$ cat src/rtl/regwb_queue.sv
// Write-back queue owning the MIPS register-file write port: buffers results, drains one per cycle.
// Optional read-port forwarding of pending writes is built when REGWB_BYPASS_EN is defined.
module regwb_queue #(
  parameter int unsigned DEPTH = 4
) (
  input  logic                     Clk,
  input  logic                     Reset_n,
  input  logic                     InValid,
  output logic                     InReady,
  input  logic [4:0]               InReg,
  input  logic [31:0]              InData,
  input  logic                     Stall,
  output logic [31:0]              WriteData,
  output logic [4:0]               WriteRegister,
  output logic                     RegWrite,
  input  logic [4:0]               ReadRegister1,
  input  logic [4:0]               ReadRegister2,
  input  logic [31:0]              RegData1,
  input  logic [31:0]              RegData2,
  output logic [31:0]              ReadData1,
  output logic [31:0]              ReadData2,
  output logic [$clog2(DEPTH):0]   Count,
  output logic                     Empty
);

  localparam int unsigned PtrW = $clog2(DEPTH);
  localparam int unsigned CntW = PtrW + 1;

  logic [31:0]     data_q [DEPTH];
  logic [31:0]     data_d [DEPTH];
  logic [4:0]      reg_q  [DEPTH];
  logic [4:0]      reg_d  [DEPTH];
  logic [PtrW-1:0] head_q, head_d, tail_q, tail_d;
  logic [CntW-1:0] count_q, count_d;
  logic            push, pop, empty, in_ready;

  always_comb begin
    in_ready = count_q < CntW'(DEPTH);
    empty    = count_q == '0;
    pop      = Reset_n && !empty && !Stall;
    // $0 writes are handshaken but never stored
    push     = InValid && in_ready && (InReg != 5'd0);
    data_d   = data_q;
    reg_d    = reg_q;
    head_d   = head_q;
    tail_d   = tail_q;
    count_d  = count_q;
    if (push) begin
      data_d[tail_q] = InData;
      reg_d[tail_q]  = InReg;
      tail_d         = tail_q + 1'b1;
    end
    if (pop) begin
      head_d = head_q + 1'b1;
    end
    case ({push, pop})
      2'b10:   count_d = count_q + 1'b1;
      2'b01:   count_d = count_q - 1'b1;
      default: count_d = count_q;
    endcase
  end

  always_ff @(posedge Clk) begin
    if (!Reset_n) begin
      head_q  <= '0;
      tail_q  <= '0;
      count_q <= '0;
    end else begin
      head_q  <= head_d;
      tail_q  <= tail_d;
      count_q <= count_d;
    end
  end

  always_ff @(posedge Clk) begin
    data_q <= data_d;
    reg_q  <= reg_d;
  end

  always_comb begin
    InReady       = in_ready;
    Empty         = empty;
    Count         = count_q;
    RegWrite      = pop;
    WriteData     = empty ? 32'd0 : data_q[head_q];
    WriteRegister = empty ? 5'd0 : reg_q[head_q];
  end

`ifdef REGWB_BYPASS_EN
  logic [PtrW-1:0] byp_idx;

  // Walk oldest to youngest so the youngest matching entry wins
  always_comb begin
    ReadData1 = RegData1;
    ReadData2 = RegData2;
    byp_idx   = head_q;
    for (int unsigned i = 0; i < DEPTH; i++) begin
      byp_idx = head_q + PtrW'(i);
      if (CntW'(i) < count_q) begin
        if (reg_q[byp_idx] == ReadRegister1) ReadData1 = data_q[byp_idx];
        if (reg_q[byp_idx] == ReadRegister2) ReadData2 = data_q[byp_idx];
      end
    end
    if (ReadRegister1 == 5'd0) ReadData1 = 32'd0;
    if (ReadRegister2 == 5'd0) ReadData2 = 32'd0;
  end
`else
  logic unused_read_regs;
  assign unused_read_regs = ^{ReadRegister1, ReadRegister2};
  assign ReadData1 = RegData1;
  assign ReadData2 = RegData2;
`endif

endmodule

$ cat config.mk
export PLATFORM = sky130hd
export DESIGN_NAME = regwb_queue
export DESIGN_NICKNAME = d
export VERILOG_FILES = /design/src/rtl/regwb_queue.sv
export SDC_FILE = /design/constraint.sdc
export NUM_CORES = 1
export LEC_CHECK = 0
export ABC_CLOCK_PERIOD_IN_PS = 2160
export BUFFER_PORTS_ARGS = -buffer_cell sky130_fd_sc_hd__buf_2
export CAP_MARGIN = 15
export CORE_MARGIN = 2
export CORE_UTILIZATION = 47
export CTS_BUF_LIST = sky130_fd_sc_hd__clkbuf_8
export CTS_CLUSTER_SIZE = 8
export DETAILED_ROUTE_END_ITERATION = 10
export GPL_TIMING_DRIVEN = 0
export PLACE_DENSITY_LB_ADDON = 0.2
export SLEW_MARGIN = 20
export SYNTH_ARGS = -nofsm -noshare
export SYNTH_HDL_FRONTEND = slang
export SYNTH_SLANG_ARGS = --single-unit
$ cat constraint.sdc
create_clock -name Clk -period 2.16 [get_ports Clk]
set_input_delay 0.108 -clock Clk [delete_from_list [all_inputs] [get_ports Clk]]
set_output_delay 0.108 -clock Clk [all_outputs]
set_load 0.03 [all_outputs]
Yosys cells after proc, flatten, opt, wreduce, memory -nomap -nowiden. Index checks and enable logic that the tools add are counted.

Add/subtract/negate cells: 4. $mul: 0. Div/mod/pow operators: 0. $lt $le $gt $ge: 4. Eq/ne operators: 2. Shift-type cells: 0. Muxes and demuxes: 15. Bitwise operators: 2. Reduce and logical (&&, ||, !) cells: 10.

Operator list (number): bitwise mux 128 bit (1); 2-to-1 mux 32 bit (4); binary-select mux 32 bit (select 2 bit) (1); demux 32 bit (select 2 bit) (1); bitwise mux 20 bit (1); 2-to-1 mux 5 bit (4); binary-select mux 5 bit (select 2 bit) (1); demux 5 bit (select 2 bit) (1); greater-or-equal comparator 3 bit, second input constant (2); NOT 2 -> 3 bit (2); one-hot mux 3 bit (2 select lines) (1); logical AND 1 bit (5); nonzero test 5 bit (1); adder 2 x 1 -> 2 bit, second input constant (2); adder 3 x 1 -> 3 bit, second input constant (1); logical NOT 3 bit (1); less-than comparator 3 x 1 -> 1 bit, second input constant (1); less-than comparator 3 bit, second input constant (1); subtractor 3 x 1 -> 3 bit, second input constant (1); == test 2 x 1 -> 1 bit, second input constant (1); == test 2 bit, second input constant (1); logical NOT 1 bit (2); nonzero test 2 bit (1).

Register bits after elaboration: 155. Bits in latches: 0. RAM bits: 0. Memory bits (read-only): 0. Input port bits: 115. Output and inout port bits: 107. Logic and storage cells: 48. Memories: 0.

Logic depth before layout (Yosys ltp).
Depth in word-level cells: 6. Gate-level depth with buffers: 9. Mapped depth without buffers: 9.

Least setup slack after synthesis. No wires, ideal clock.

Path kind: register -> register. Start point: reg count_q[2], in the netlist Count[2]. End point: reg count_q[2], in the netlist Count[2]. Library setup time: 70 ps. Arrival time: 3091 ps. Required time: 2090 ps. Setup slack: -1001 ps. Cell stages (with the launch flop): 10. Buffers on the path: 1. Period minus slack after synthesis: 3161 ps. Path through: dfxtp_1 nor3_2 clkbuf_1 nor3_1 ha_1 inv_1 fa_1 xor2_1 or3_1 a21oi_1.

Cells in the longest elaborated chain, start to end: 6. Elaborated cells between the ends (all ways): 13. Those cells by class: add/sub (2); order compare (1); eq/ne (2); mux (1); reduce/logical (7).

RTL lines: from (decl) (line 34) `logic [CntW-1:0] count_q, count_d;`; from (signal assigned) (line 71) `count_q <= count_d;`; logical NOT 3 bit * (line 39) `empty = count_q == '0;`; named net Empty (line 23) `output logic Empty`; logical NOT 1 bit * (line 40) `pop = Reset_n && !empty && !Stall;`; logical AND 1 bit * (2 in a row) (line 40); named net RegWrite (line 15) `output logic RegWrite,`; == test 2 x 1 -> 1 bit / == test 2 bit (equally long branches) (line 56) `case ({push, pop})`; one-hot mux 3 bit (2 select lines) / nonzero test 2 bit (equally long branches).

The timed path passes the listed nets; every way through them passes the cells marked *. A chain may end at the register's enable or synchronous reset.

Worst setup path after layout.
Start point: reg count_q[0], in the netlist Count[0]. End point: reg count_q[2], in the netlist Count[2].

Cells in the longest elaborated chain, start to end: 6. Elaborated cells between the ends (all ways): 13. Those cells by class: add/sub (2); order compare (1); eq/ne (2); mux (1); reduce/logical (7).

RTL lines: branches (longest 6 deep; another with less-than comparator 3 bit).

Parallel ways; which one is timed is not known.

==> metrics <==
CTS buffer count 17; Syn Inst Count 355; RSZ-0062 raised after global routing yes; Final Skew 6.43 ps; FF+latch count, synth 155; syn avg cell area 18.4 um^2; worst hold path class input port to register; Largest stage delay, worst path 380 ps; Hold Startpoint Stall; area share of the largest cell type after synthesis 67.9%; top cell type by total area after synthesis edfxtp_1; die area 14,900 um^2; Starting DRT DRC Count 186; Critical Path Source Type register; status complete, no violations; Routed WL per cell 17.5 um; Final Max Tran Viols 0; largest net degree at the start of global routing 20; diodes inserted 0; CP top delay family adder cells; clk sinks 155; layout cell share with drive strength beyond 1 53.1%; Chip Width 122 um; Area Growth Syn to Fin 28.7%; Max-Cap Viols 0; peak supply drop 0.483 mV; Crit-path slowest cell dfxtp_4; Reg-to-Reg Start Count[0]; hold_ws 62.0 ps; count of different cell masters after synthesis 27; H-tree Lvls 4; worst slew margin relative to its limit 59.6%; largest cells by area after synthesis edfxtp_1 (68%), mux4_2 (13%), buf_4 (7.5%); syn nets 476; I/O pins 222; Clk pin slew, worst setup/hold paths 70 ps; vias 3,720; highest clock rate 480 MHz; Vias/cell 4.92; HPWL Detailed 8860 um; async set or reset register ratio after synthesis 0%; Placer Congestion 0.704; Max FO, Critical Path 10; IO Port Bufs 147; CP Data Arrival Time 2430 ps; antenna viol nets, final 0; synthesized area 6540 um^2; fin crit period 2080 ps; PwrDens 957 nW/um^2; Final Hold Viols 0; 1st-pass router iterations 4; Synth Flop Type edfxtp_1; initial core utilization 47.7%; final WL 13,300 um; global-route wire length before repair 19,700 um; Synth top cells by count edfxtp_1 (148), buf_4 (65), mux4_2 (37); Cell Rows 43; worst endpoint required time 2510 ps; number of global-route vias before repair 3,816; Worst Setup End Kind register; global route overflow 0; Core Area 13,700 um^2; Tot GR Track Use 18.2%; CP cell instances nor3_4 > buf_12 > buf_12 > nor3_4 > ha_2 > inv_2 > fa_2 > xor2_1 > or3_1 > a21oi_1; CP bufs+invs 3; yosys warns 0; sequential share of the synthesized area 70.1%; EDFF count, synth 148; root buffer cell clkbuf_8; crit path kind register to register; dominant cell by count in the synthesized netlist edfxtp_1; clk_lat worst skew 430 ps; LEAKAGE 3.21 nW; Final Non-Filler Cells 756; TritonCTS clock tree done; chip height 122 um; worst slew pin tran 607 ps; CP startpoint Count[0]; Layout Nets 685; initial antenna violation count 0; # setup viols final 0; DRC Markers 0; Cells after DPL 686; Tcrit/Tclk final 96.4%; filler instances 1,026; clk buf depth 2
registers in the layout (all words and copies together) (netlist names):
register  flops
data_q      128
reg_q        20
Count         3
head_q        2
tail_q        2
worst paths after layout:
| kind | endpoint | slack (ps) | depth (start not counted) |
|---|---|---|---|
| min | head_q[0] | 60 | 3 |
| max reg2reg | Count[2] | 80 | 10 |
| min reg2reg | Count[2] | 540 | 2 |
| max | Count[2] | 80 | 10 |
metal layers:
metal  wire, um  track usage [%]
met4        170             5.89
met2       7170             33.8
met3        931             4.82
met5          0                0
met1       4980             20.2
power by group:
group / switching (mW) / internal [mW] / total, mW
Clock: 0.992 / 0.883 / 1.88
Sequential: 0.0663 / 3.52 / 3.59
Combinational: 1.57 / 1.03 / 2.60
cell usage in the layout, fill, tap and decap left out, types with 4 or more instances in the layout:
master / instances
buf_6: 5
inv_1: 9
mux4_2: 37
and2_2: 4
nor2b_1: 35
dfxtp_1: 4
ha_1: 4
dlygate4sd3_1: 38
clkbuf_8: 17
a21oi_1: 4
buf_2: 149
buf_16: 4
clkinvlp_4: 5
edfxtp_1: 148
buf_4: 65
cell families (layout without fill, tap and decap cells):
family,count (synthesis),after routing,share of synthesized area [%]
and+or+nand+nor,60,60,5.56
DFF,155,155,70.1
adders and majority gates,6,6,1.26
muxes,37,37,12.7
xor gates and xnor gates,2,2,0.268
AOI/OAI and AO/OA,10,10,0.880
buffers and inverters,85,306,9.22
worst reg2reg max path, cell delays in order, from the launching register on:
cell     delay [ps]
dfxtp_4         380
nor3_4           50
buf_12          130
buf_12          140
nor3_4          150
ha_2            220
inv_2            40
fa_2            320
xor2_1          150
or3_1           300
a21oi_1         130
timing repair:
| action | in CTS | in global routing |
|---|---|---|
| endpoints found under the hold margin | 150 | 0 |
| pin swaps | 0 | 3 |
| setup buffers | 0 | 1 |
| hold buffers | 38 | 0 |
| cloned | 0 | 0 |
| resized for setup | 3 | 5 |
| setup endpoints to repair | 12 | 84 |
stage by stage:
stage | utilization [%] | worst slack, ps | setup TNS, ps | power [mW] | cell area (um^2)
2_1_floorplan | - | -120 | -120 | 5.43 | 6590
3_3_place_gp | 55.0 | -699 | -103070 | 6.11 | 7550
3_5_place_dp | 55.9 | -13.1 | -13.1 | 6.17 | 7660
4_1_cts | 61.2 | 0.327 | 0 | 8.09 | 8390
5_1_grt | 61.4 | -15.7 | -15.7 | 8.43 | 8420
6_report | 61.4 | 77.9 | 0 | 8.06 | 8420
layout make-up:
type                    instances  area, um^2  share of cell area (%)
plain buffers                  77         593                    7.04
clock buffers                  17         234                    2.78
clock inverters                14         110                    1.31
inverters                       8        30.0                   0.357
multi-input cells             115        1390                    16.5
flip-flops and latches        155        4600                    54.6
well taps                     180         225                    2.67
repair buffers                190        1250                    14.8
Note: power is estimated with default switching activity, not from simulation.
